==> src/rtl/mips_multicycle_control_pkg.sv <==
// Shared definitions for the multicycle MIPS control unit: state encodings,
// opcodes, select codes and the packed control vector.
package mips_multicycle_control_pkg;

  localparam int unsigned STATE_W  = 4;
  localparam int unsigned OPCODE_W = 6;

  typedef enum logic [STATE_W-1:0] {
    S_FETCH    = 4'd0,
    S_DECODE   = 4'd1,
    S_MEM_ADDR = 4'd2,
    S_MEM_RD   = 4'd3,
    S_MEM_WB   = 4'd4,
    S_MEM_WR   = 4'd5,
    S_EXEC     = 4'd6,
    S_R_WB     = 4'd7,
    S_BRANCH   = 4'd8,
    S_JUMP     = 4'd9,
    S_ADDI_EX  = 4'd10,
    S_ADDI_WB  = 4'd11
  } state_t;

  localparam logic [OPCODE_W-1:0] OP_RTYPE = 6'h00;
  localparam logic [OPCODE_W-1:0] OP_LW    = 6'h23;
  localparam logic [OPCODE_W-1:0] OP_SW    = 6'h2B;
  localparam logic [OPCODE_W-1:0] OP_BEQ   = 6'h04;
  localparam logic [OPCODE_W-1:0] OP_ADDI  = 6'h08;
  localparam logic [OPCODE_W-1:0] OP_J     = 6'h02;

  localparam logic [1:0] ULA_ADD   = 2'b00;
  localparam logic [1:0] ULA_SUB   = 2'b01;
  localparam logic [1:0] ULA_FUNCT = 2'b10;

  localparam logic [1:0] SRC_B_REG     = 2'b00;
  localparam logic [1:0] SRC_B_FOUR    = 2'b01;
  localparam logic [1:0] SRC_B_IMM     = 2'b10;
  localparam logic [1:0] SRC_B_IMM_SH2 = 2'b11;

  localparam logic [1:0] PC_SRC_ULA    = 2'b00;
  localparam logic [1:0] PC_SRC_BRANCH = 2'b01;
  localparam logic [1:0] PC_SRC_JUMP   = 2'b10;

  typedef struct packed {
    logic       pc_write;
    logic       pc_write_cond;
    logic       i_or_d;
    logic       mem_read;
    logic       mem_write;
    logic       ir_write;
    logic       mem_to_reg;
    logic       reg_dst;
    logic       reg_write;
    logic       ula_src_a;
    logic [1:0] ula_src_b;
    logic [1:0] ula_op;
    logic [1:0] pc_source;
  } ctrl_t;

endpackage

==> src/rtl/mips_multicycle_control_if.sv <==
// Control-unit <-> datapath bus: opcode/mem_ready in, control vector out.
interface mips_multicycle_control_if #(
  parameter int unsigned CNT_W = 32
);
  import mips_multicycle_control_pkg::*;

  logic [OPCODE_W-1:0] opcode;
  logic                mem_ready;
  logic                pc_write;
  logic                pc_write_cond;
  logic                i_or_d;
  logic                mem_read;
  logic                mem_write;
  logic                ir_write;
  logic                mem_to_reg;
  logic                reg_dst;
  logic                reg_write;
  logic                ula_src_a;
  logic [1:0]          ula_src_b;
  logic [1:0]          ula_op;
  logic [1:0]          pc_source;
  logic [STATE_W-1:0]  state;
  logic                illegal_op;
  logic [CNT_W-1:0]    instr_count;

  modport master (
    input  opcode, mem_ready,
    output pc_write, pc_write_cond, i_or_d, mem_read, mem_write, ir_write,
           mem_to_reg, reg_dst, reg_write, ula_src_a, ula_src_b, ula_op,
           pc_source, state, illegal_op, instr_count
  );

  modport slave (
    output opcode, mem_ready,
    input  pc_write, pc_write_cond, i_or_d, mem_read, mem_write, ir_write,
           mem_to_reg, reg_dst, reg_write, ula_src_a, ula_src_b, ula_op,
           pc_source, state, illegal_op, instr_count
  );

endinterface

==> src/rtl/mips_multicycle_control_decode.sv <==
// Combinational decode of (state, mem_ready, reset) into the control vector.
// The JUMP state decode exists only when MIPS_JUMP_EN is defined.
module mips_multicycle_control_decode
  import mips_multicycle_control_pkg::*;
(
  input  state_t state,
  input  logic   mem_ready,
  input  logic   reset,
  output ctrl_t  ctrl
);

  always_comb begin
    ctrl = '0;
    case (state)
      S_FETCH: begin
        ctrl.mem_read  = 1'b1;
        ctrl.ula_src_b = SRC_B_FOUR;
        ctrl.ula_op    = ULA_ADD;
        ctrl.pc_source = PC_SRC_ULA;
        ctrl.ir_write  = mem_ready;
        ctrl.pc_write  = mem_ready;
      end
      S_DECODE: begin
        ctrl.ula_src_b = SRC_B_IMM_SH2;
        ctrl.ula_op    = ULA_ADD;
      end
      S_MEM_ADDR, S_ADDI_EX: begin
        ctrl.ula_src_a = 1'b1;
        ctrl.ula_src_b = SRC_B_IMM;
        ctrl.ula_op    = ULA_ADD;
      end
      S_MEM_RD: begin
        ctrl.mem_read = 1'b1;
        ctrl.i_or_d   = 1'b1;
      end
      S_MEM_WB: begin
        ctrl.reg_write  = 1'b1;
        ctrl.mem_to_reg = 1'b1;
      end
      S_MEM_WR: begin
        ctrl.mem_write = 1'b1;
        ctrl.i_or_d    = 1'b1;
      end
      S_EXEC: begin
        ctrl.ula_src_a = 1'b1;
        ctrl.ula_src_b = SRC_B_REG;
        ctrl.ula_op    = ULA_FUNCT;
      end
      S_R_WB: begin
        ctrl.reg_write = 1'b1;
        ctrl.reg_dst   = 1'b1;
      end
      S_BRANCH: begin
        ctrl.ula_src_a     = 1'b1;
        ctrl.ula_src_b     = SRC_B_REG;
        ctrl.ula_op        = ULA_SUB;
        ctrl.pc_write_cond = 1'b1;
        ctrl.pc_source     = PC_SRC_BRANCH;
      end
      S_ADDI_WB: begin
        ctrl.reg_write = 1'b1;
      end
`ifdef MIPS_JUMP_EN
      S_JUMP: begin
        ctrl.pc_write  = 1'b1;
        ctrl.pc_source = PC_SRC_JUMP;
      end
`endif
      default: ctrl = '0;
    endcase

    // Reset suppresses every architectural write strobe in the same cycle.
    if (reset) begin
      ctrl.pc_write      = 1'b0;
      ctrl.pc_write_cond = 1'b0;
      ctrl.ir_write      = 1'b0;
      ctrl.mem_write     = 1'b0;
      ctrl.reg_write     = 1'b0;
    end
  end

endmodule

==> src/rtl/mips_multicycle_control.sv <==
// Multicycle MIPS main control: Moore FSM, memory-stall handling and a
// retired-instruction counter. Jump support is enabled by MIPS_JUMP_EN.
module mips_multicycle_control
  import mips_multicycle_control_pkg::*;
#(
  parameter int unsigned CNT_W = 32
) (
  input  logic                        clock,
  input  logic                        reset,
  mips_multicycle_control_if.master   bus
);

  state_t           state_q;
  state_t           state_d;
  logic             illegal_c;
  logic             retire_c;
  logic [CNT_W-1:0] count_q;
  ctrl_t            ctrl;

  // State register
  always_ff @(posedge clock) begin
    if (reset) state_q <= S_FETCH;
    else       state_q <= state_d;
  end

  // Next-state logic; retire_c flags a counted return to FETCH
  always_comb begin
    state_d   = state_q;
    illegal_c = 1'b0;
    retire_c  = 1'b0;
    case (state_q)
      S_FETCH: if (bus.mem_ready) state_d = S_DECODE;
      S_DECODE: begin
        case (bus.opcode)
          OP_RTYPE:     state_d = S_EXEC;
          OP_LW, OP_SW: state_d = S_MEM_ADDR;
          OP_BEQ:       state_d = S_BRANCH;
          OP_ADDI:      state_d = S_ADDI_EX;
`ifdef MIPS_JUMP_EN
          OP_J:         state_d = S_JUMP;
`endif
          default: begin
            state_d   = S_FETCH;
            illegal_c = 1'b1;
          end
        endcase
      end
      S_MEM_ADDR: state_d = (bus.opcode == OP_LW) ? S_MEM_RD : S_MEM_WR;
      S_MEM_RD:   if (bus.mem_ready) state_d = S_MEM_WB;
      S_MEM_WR: begin
        if (bus.mem_ready) begin
          state_d  = S_FETCH;
          retire_c = 1'b1;
        end
      end
      S_EXEC:    state_d = S_R_WB;
      S_ADDI_EX: state_d = S_ADDI_WB;
      S_MEM_WB, S_R_WB, S_BRANCH, S_ADDI_WB: begin
        state_d  = S_FETCH;
        retire_c = 1'b1;
      end
`ifdef MIPS_JUMP_EN
      S_JUMP: begin
        state_d  = S_FETCH;
        retire_c = 1'b1;
      end
`endif
      default: state_d = S_FETCH;
    endcase
  end

  // Retired-instruction counter, wraps naturally
  always_ff @(posedge clock) begin
    if (reset)         count_q <= '0;
    else if (retire_c) count_q <= count_q + CNT_W'(1);
  end

  // Output decode
  mips_multicycle_control_decode u_decode (
    .state     (state_q),
    .mem_ready (bus.mem_ready),
    .reset     (reset),
    .ctrl      (ctrl)
  );

  assign bus.pc_write      = ctrl.pc_write;
  assign bus.pc_write_cond = ctrl.pc_write_cond;
  assign bus.i_or_d        = ctrl.i_or_d;
  assign bus.mem_read      = ctrl.mem_read;
  assign bus.mem_write     = ctrl.mem_write;
  assign bus.ir_write      = ctrl.ir_write;
  assign bus.mem_to_reg    = ctrl.mem_to_reg;
  assign bus.reg_dst       = ctrl.reg_dst;
  assign bus.reg_write     = ctrl.reg_write;
  assign bus.ula_src_a     = ctrl.ula_src_a;
  assign bus.ula_src_b     = ctrl.ula_src_b;
  assign bus.ula_op        = ctrl.ula_op;
  assign bus.pc_source     = ctrl.pc_source;
  assign bus.state         = state_q;
  assign bus.illegal_op    = illegal_c & ~reset;
  assign bus.instr_count   = count_q;

endmodule

==> src/flat_wrapper.sv <==
// flat-port wrapper written by rule: the top's interface ports become plain ports
module mips_multicycle_control_flat import mips_multicycle_control_pkg::*;
#(
  parameter int unsigned CNT_W = 32
)
  (clock, reset, bus_opcode, bus_mem_ready, bus_pc_write, bus_pc_write_cond, bus_i_or_d, bus_mem_read, bus_mem_write, bus_ir_write, bus_mem_to_reg, bus_reg_dst, bus_reg_write, bus_ula_src_a, bus_ula_src_b, bus_ula_op, bus_pc_source, bus_state, bus_illegal_op, bus_instr_count);
  mips_multicycle_control_if #(.CNT_W(CNT_W)) bus_i ();
  input  logic clock;
  input  logic reset;
  input wire logic [$bits(bus_i.opcode)-1:0] bus_opcode;
  input wire logic [$bits(bus_i.mem_ready)-1:0] bus_mem_ready;
  output wire logic [$bits(bus_i.pc_write)-1:0] bus_pc_write;
  output wire logic [$bits(bus_i.pc_write_cond)-1:0] bus_pc_write_cond;
  output wire logic [$bits(bus_i.i_or_d)-1:0] bus_i_or_d;
  output wire logic [$bits(bus_i.mem_read)-1:0] bus_mem_read;
  output wire logic [$bits(bus_i.mem_write)-1:0] bus_mem_write;
  output wire logic [$bits(bus_i.ir_write)-1:0] bus_ir_write;
  output wire logic [$bits(bus_i.mem_to_reg)-1:0] bus_mem_to_reg;
  output wire logic [$bits(bus_i.reg_dst)-1:0] bus_reg_dst;
  output wire logic [$bits(bus_i.reg_write)-1:0] bus_reg_write;
  output wire logic [$bits(bus_i.ula_src_a)-1:0] bus_ula_src_a;
  output wire logic [$bits(bus_i.ula_src_b)-1:0] bus_ula_src_b;
  output wire logic [$bits(bus_i.ula_op)-1:0] bus_ula_op;
  output wire logic [$bits(bus_i.pc_source)-1:0] bus_pc_source;
  output wire logic [$bits(bus_i.state)-1:0] bus_state;
  output wire logic [$bits(bus_i.illegal_op)-1:0] bus_illegal_op;
  output wire logic [$bits(bus_i.instr_count)-1:0] bus_instr_count;
  assign bus_i.opcode = bus_opcode;
  assign bus_i.mem_ready = bus_mem_ready;
  assign bus_pc_write = bus_i.pc_write;
  assign bus_pc_write_cond = bus_i.pc_write_cond;
  assign bus_i_or_d = bus_i.i_or_d;
  assign bus_mem_read = bus_i.mem_read;
  assign bus_mem_write = bus_i.mem_write;
  assign bus_ir_write = bus_i.ir_write;
  assign bus_mem_to_reg = bus_i.mem_to_reg;
  assign bus_reg_dst = bus_i.reg_dst;
  assign bus_reg_write = bus_i.reg_write;
  assign bus_ula_src_a = bus_i.ula_src_a;
  assign bus_ula_src_b = bus_i.ula_src_b;
  assign bus_ula_op = bus_i.ula_op;
  assign bus_pc_source = bus_i.pc_source;
  assign bus_state = bus_i.state;
  assign bus_illegal_op = bus_i.illegal_op;
  assign bus_instr_count = bus_i.instr_count;
  mips_multicycle_control #(.CNT_W(CNT_W)) u_core (.clock(clock), .reset(reset), .bus(bus_i));
endmodule
==> config.mk <==
export PLATFORM = sky130hd
export DESIGN_NAME = mips_multicycle_control_flat
export DESIGN_NICKNAME = d
export VERILOG_FILES = /design/src/rtl/mips_multicycle_control_pkg.sv /design/src/rtl/mips_multicycle_control_if.sv /design/src/rtl/mips_multicycle_control_decode.sv /design/src/rtl/mips_multicycle_control.sv /design/src/flat_wrapper.sv
export SDC_FILE = /design/constraint.sdc
export NUM_CORES = 1
export LEC_CHECK = 0
export ABC_AREA = 1
export BUFFER_PORTS_ARGS = -buffer_cell sky130_fd_sc_hd__buf_2
export CAP_MARGIN = 20
export CORE_MARGIN = 2
export CORE_UTILIZATION = 57
export CTS_CLUSTER_SIZE = 28
export DETAILED_ROUTE_END_ITERATION = 12
export PLACE_DENSITY = 0.82
export SLEW_MARGIN = 10
export SYNTH_ARGS = -nofsm -noshare
export SYNTH_HDL_FRONTEND = slang
export SYNTH_SLANG_ARGS = --single-unit
==> constraint.sdc <==
create_clock -name clock -period 4.3 [get_ports clock]
set_input_delay 0.86 -clock clock [delete_from_list [all_inputs] [get_ports clock]]
set_output_delay 0.86 -clock clock [all_outputs]
set_load 0.1 [all_outputs]
Word level (Yosys, flattened, before mapping)
Index checks and enable logic that the tools add are counted.
- register bits: 36
- memory bits (writable): 0
- ROM bits: 0
- logic and storage cells: 57
- memories: 0
- input bits: 9
- latch bits: 0
- divide/modulo/power cells: 0
- bitwise operators: 2
- equality and inequality tests: 17
- shift operators: 0
- reduce and logical (&&, ||, !) cells: 11
- $add $sub $neg: 1
- mux-type cells: 24
- multiply operators: 0
- magnitude comparators: 0
- operators with widths (cell ; count):
    $add 32x1->32 const B ; 1
    $pmux 4 s7 ; 1
    $pmux 4 s5 ; 1
    $eq 4x3->1 const B ; 4
    $pmux 4 s4 ; 1
    $mux 1 ; 14
    $eq 4x4->1 const B ; 3
    $eq 6x6->1 const B ; 2
    $mux 4 ; 3
    $eq 4x2->1 const B ; 2
    $reduce_or 2->1 ; 4
    $reduce_or 4->1 ; 2
    $eq 6x3->1 const B ; 1
    $eq 6x4->1 const B ; 1
    $logic_not 6->1 ; 1
    $ne 2x2->1 const B ; 3
    $reduce_or 5->1 ; 1
    $eq 4x1->1 const B ; 1
    $logic_not 4->1 ; 1
    $mux 2 ; 2
    $mux 3 ; 1
    $reduce_and 3->1 ; 1
    $reduce_or 3->1 ; 1
    $pmux 1 s2 ; 1
    2 further kinds ; 2

Logic depth before layout (Yosys ltp)
- depth in word-level cells: 5
- depth in mapped cells: 10
- depth with buffers taken out: 10

Cells and area by module
From an unflattened synthesis, not the netlist that was laid out.
- cells, all modules: 414
- area total of the unflattened synthesis: 2546.2 sq um
- by module, submodules not included (module ; cells an instance ; area an instance (sq um) ; times used):
    mips_multicycle_control ; 376 ; 2366.0 ; 1
    mips_multicycle_control_decode ; 38 ; 180.2 ; 1

Worst setup path after synthesis
Ideal clock, no wire load.
- kind: flip-flop to output port
- from: reg u_core.state_q[0] (netlist: u_core.bus.state[0])
- to: out bus_illegal_op
- buffers on the path: 0
- arrival time: 4.452 ns
- stages on the path, launching flop included: 5
- path slack: -1.012 ns
- required time: 3.440 ns
- cells stage by stage: dfxtp_1 -> inv_1 -> nor3_2 -> inv_1 -> nor4_1
- longest elaborated chain between the ends: 3
- RTL lines (item ; line ; source):
    start: declaration ; mips_multicycle_control.sv:13 ; state_t state_q;
    start signal: assignment ; mips_multicycle_control.sv:23 ; else state_q <= state_d;
    $eq 4x1->1 ; mips_multicycle_control.sv:31 ; case (state_q)
    $mux 1 ; mips_multicycle_control.sv:31 ;
    $and 1x1->1 ; mips_multicycle_control.sv:100 ; assign bus.illegal_op = illegal_c & ~reset;
    end: declaration ; flat_wrapper.sv:26 ; output wire logic [$bits(bus_i.illegal_op)-1:0] bus_illegal_op;
No other way between the ends.

Worst setup path in the final report
- from: in bus_opcode[3]
- to: out bus_illegal_op
- longest elaborated chain between the ends: 5
- elaborated cells on any way between the ends: 9
- RTL lines (item ; line ; source):
    start: declaration ; flat_wrapper.sv:10 ; input wire logic [$bits(bus_i.opcode)-1:0] bus_opcode;
    $eq 6x6->1 (tied with other cells) ; mips_multicycle_control.sv:34 ; case (bus.opcode)
    $reduce_or 5->1 (no source line) * ; n/a ;
    $mux 1 * ; mips_multicycle_control.sv:34 ;
    $mux 1 * ; mips_multicycle_control.sv:31 ;
    $and 1x1->1 * ; mips_multicycle_control.sv:100 ;
Every way passes the cells marked *; elsewhere a longest branch is shown, timed or not.

==> run summary <==
The leakage power figure came out at 1.29 nW. The number of antenna diodes in the final layout is 0. After synthesis, the largest family of logic cells by area is simple AND/OR/NAND/NOR gates. The proportion of synthesized chip area in sequential cells is 30.2%.

The global-route wire length before repair came out at 9730 um. The row count came out at 23. In this run the clock root is driven by a sky130_fd_sc_hd__clkbuf_8.

Prior to clock tree synthesis, the placed netlist has a worst setup slack of 1340 ps. For the worst setup path, the data arrival time is 2100 ps. The area inside the core boundary is 4030 um^2. The adder-cell share of the synthesized area is 0.524%. The clock sink count is 36. Max-cap violations in this run came to 0. The number of failing hold endpoints at the final stage is 0. For this run, the post-layout net count is 489. For the pin with the worst max-slew slack, the measured transition is 894 ps. The area growth from synthesis to layout came out at 18.8%. The detailed-routing iteration count for the pre-antenna-repair pass is 5. The fraction of the mapped netlist area in simple logic gates came out at 49.2%. The flip-flop and latch count after synthesis is 36. The startpoint identified for the worst hold timing path is u_core.bus.instr_count[28]. Data on the critical path is required at its endpoint by 3440 ps.

Setup repair after global routing left no endpoint under its margin. The post-route minimum period is 2960 ps. The synthesized net count came out at 433. The worst hold path stage count is 2. The level count of the clock H-tree is 2. For hold timing, the worst endpoint is u_core.bus.instr_count[28]. The residual antenna-violating net count after detailed routing is 0. The detailed placer's ending HPWL is 4560 um.

The quantity of hold-fixing buffers added after cts came out at 0. The final hold slack came out at 515 ps. The die is 68.8 um wide. The final setup violation count is 0.

Derived from the worst setup path, the maximum achievable clock frequency is 338 MHz. The total die area is 4730 um^2. The kind of end point of the critical path is a primary output.

The count of pins on the block boundary is 62. The DRC violation count after routing came out at 0. The worst slew margin relative to its limit is 40.2%. The library cell used most frequently in the layout, excluding fill and tap cells, is sky130_fd_sc_hd__nand2_1. The biggest fanout along the worst timing path is 5.

The clock skew came out at 8.43 ps. In this run the post-CTS setup repair buffer count came out at 0. Summed over all layers, the global routing overflow is 0. For the worst-skew pair, the clock arrives at the later sink with an insertion delay of 290 ps. The maximum number of pins on one net before global-route repair came out at 53. The smallest setup slack after layout came out at 1340 ps. The fraction of the core area covered by cells at the end of the flow is 70.5%. Routability-driven placement finished with a final weighted congestion of 0.920.

The worst hold path belongs to the class flip-flop to flip-flop. The total length of routed wires came out at 6160 um. The number of standard cells after synthesis is 423.

Of the available clock period, the critical path in the final layout requires 68.9%. The power density of the placed cells came out at 270 nW/um^2. The number of warnings reported in the yosys synthesis log came out at 0. The reg-to-reg setup timing slack came out at 2140 ps. The CTS buffer count is 5.

In this run the vertical extent of the chip is 68.8 um. After clock tree synthesis, the repair step resized 0 gates. The number of different library cells used by synthesis comes to 30. The top cell types in the final layout, fill and taps aside, are 143 x sky130_fd_sc_hd__nand2_1, 76 x sky130_fd_sc_hd__nor2_1, 60 x sky130_fd_sc_hd__buf_2.

The critical path launch point type is a primary input. The synthesized cell area is 2390 um^2. The worst setup path category is primary input to primary output. The share of cells above drive strength 1 is 18.5%. The final total negative setup slack is 0 ps. The total via count in the routed design is 2776.

The maximum resistive drop on vdd is 0.000270 V. TritonCTS built the clock tree. The detailed router finished its first iteration with 168 violations. The number of cells on the worst reg-to-reg path is 7.

The worst register-to-register path ends at u_core.bus.instr_count[27]. The per-instance average area after synthesis is 5.65 um^2. The initial antenna violation count came out at 0. Global routing used 27.1% of the available tracks.

The number of port buffers came out at 60. The maximum clock path buffer count came out at 2. The flow ran to the end, and the final reports show no timing, DRC or antenna violations. The area fraction in compound gates after synthesis is 8.27%. The portion of netlist area occupied by mux cells is 0%. For this configuration, the core starts out at a cell density of 59.3%. The detail-routed net length per standard cell came out at 11.6 um. The via count of the first global-routing pass was 2288. The average vias per placed instance is 5.24.

The fraction of synthesized cell area in xor and xnor cells is 1.10%. The clock slew at the register clock pins of the worst setup and hold paths came out at 70 ps. The final count of pins violating max slew is 0. The startpoint of the worst register-to-register path is u_core.bus.state[3].
logic make-up (layout without fill, tap and decap cells):
logic type / after synthesis / count (layout)
and+or+nand+nor: 283 / 283
buffers and inverters: 61 / 118
AOI/OAI and AO/OA: 38 / 38
DFF: 36 / 36
xor gates and xnor gates: 3 / 3
adders and majority gates: 1 / 1
other: 1 / 1
per-stage QoR:
stage / power, mW / cell area [um^2] / std cells
global route: 0.788 / 2840 / 530
finish: 0.767 / 2840 / 530
CTS: 0.770 / 2840 / 530
floorplan: 0.430 / 2420 / 423
global placement: 0.444 / 2710 / 522
detailed placement: 0.445 / 2710 / 522
per-layer routing:
metal,global-route usage [%],share of wire [%],up-vias
met5,0,0,-
met4,7.60,1.1,0
met3,5.68,5.8,8
met2,47.0,46,82
met1,33.9,47,1250
li1,-,-,1436
cell type report:
| class | instances | area (um^2) |
|---|---|---|
| Clock buffer | 7 | 96.3 |
| Clock inverter | 1 | 30.0 |
| Fill cell | 384 | 1190 |
| Inverter | 50 | 188 |
| Multi-Input combinational cell | 326 | 1440 |
| Sequential cell | 36 | 721 |
| Tap cell | 50 | 62.6 |
| Timing Repair Buffer | 60 | 300 |
cell usage after synthesis:
cell | number | area (um^2)
sky130_fd_sc_hd__nand2_1 | 143 | 537
sky130_fd_sc_hd__nor2_1 | 82 | 308
sky130_fd_sc_hd__inv_1 | 44 | 165
sky130_fd_sc_hd__dfxtp_1 | 36 | 721
sky130_fd_sc_hd__nand3_1 | 34 | 170
sky130_fd_sc_hd__a21oi_1 | 29 | 145
sky130_fd_sc_hd__nand4_1 | 7 | 43.8
sky130_fd_sc_hd__inv_2 | 5 | 18.8
sky130_fd_sc_hd__buf_2 | 4 | 20.0
sky130_fd_sc_hd__nor3_1 | 4 | 20.0
sky130_fd_sc_hd__o21ai_0 | 4 | 20.0
sky130_fd_sc_hd__buf_4 | 3 | 22.5
sky130_fd_sc_hd__clkbuf_1 | 3 | 11.3
sky130_fd_sc_hd__nand3b_1 | 3 | 22.5
sky130_fd_sc_hd__nor2_2 | 3 | 18.8
sky130_fd_sc_hd__xor2_1 | 3 | 26.3
sky130_fd_sc_hd__nor3_2 | 2 | 20.0
sky130_fd_sc_hd__o22ai_1 | 2 | 12.5
sky130_fd_sc_hd__a211oi_1 | 1 | 7.51
sky130_fd_sc_hd__and3_1 | 1 | 6.26
sky130_fd_sc_hd__buf_6 | 1 | 11.3
sky130_fd_sc_hd__clkinv_1 | 1 | 3.75
sky130_fd_sc_hd__conb_1 | 1 | 3.75
sky130_fd_sc_hd__ha_1 | 1 | 12.5
sky130_fd_sc_hd__nand2_2 | 1 | 6.26
sky130_fd_sc_hd__nor2_4 | 1 | 11.3
sky130_fd_sc_hd__nor4_1 | 1 | 6.26
sky130_fd_sc_hd__o211ai_1 | 1 | 7.51
sky130_fd_sc_hd__o21ai_1 | 1 | 5.00
sky130_fd_sc_hd__or2_2 | 1 | 6.26
critical path: stages:
cell,delay [ps]
sky130_fd_sc_hd__buf_2,100
sky130_fd_sc_hd__or2_2,330
sky130_fd_sc_hd__nand2_1,70
sky130_fd_sc_hd__nor2_1,50
sky130_fd_sc_hd__nor4_2,230
sky130_fd_sc_hd__buf_2,460
power by group:
part	total [mW]	switching (mW)	internal (mW)
sequential	0.337	0.00264	0.335
combinational	0.101	0.0842	0.0163
clock	0.329	0.124	0.205
total	0.767	0.211	0.556
worst max-delay path by stage:
stage	from	end	slack, ps
after floorplan	u_core.bus.state[0]	bus_illegal_op	140
after global placement	bus_opcode[3]	bus_illegal_op	1340
after detailed placement	bus_opcode[3]	bus_illegal_op	1340
after CTS	bus_opcode[3]	bus_illegal_op	1330
after global routing	u_core.bus.state[3]	bus_illegal_op	1250
final	bus_opcode[3]	bus_illegal_op	1340
state kept, by name, summed over array words and instances (netlist names):
register and cells:
u_core.bus.instr_count 32, u_core.bus.state 4
Power figures use the tool's default switching activity.
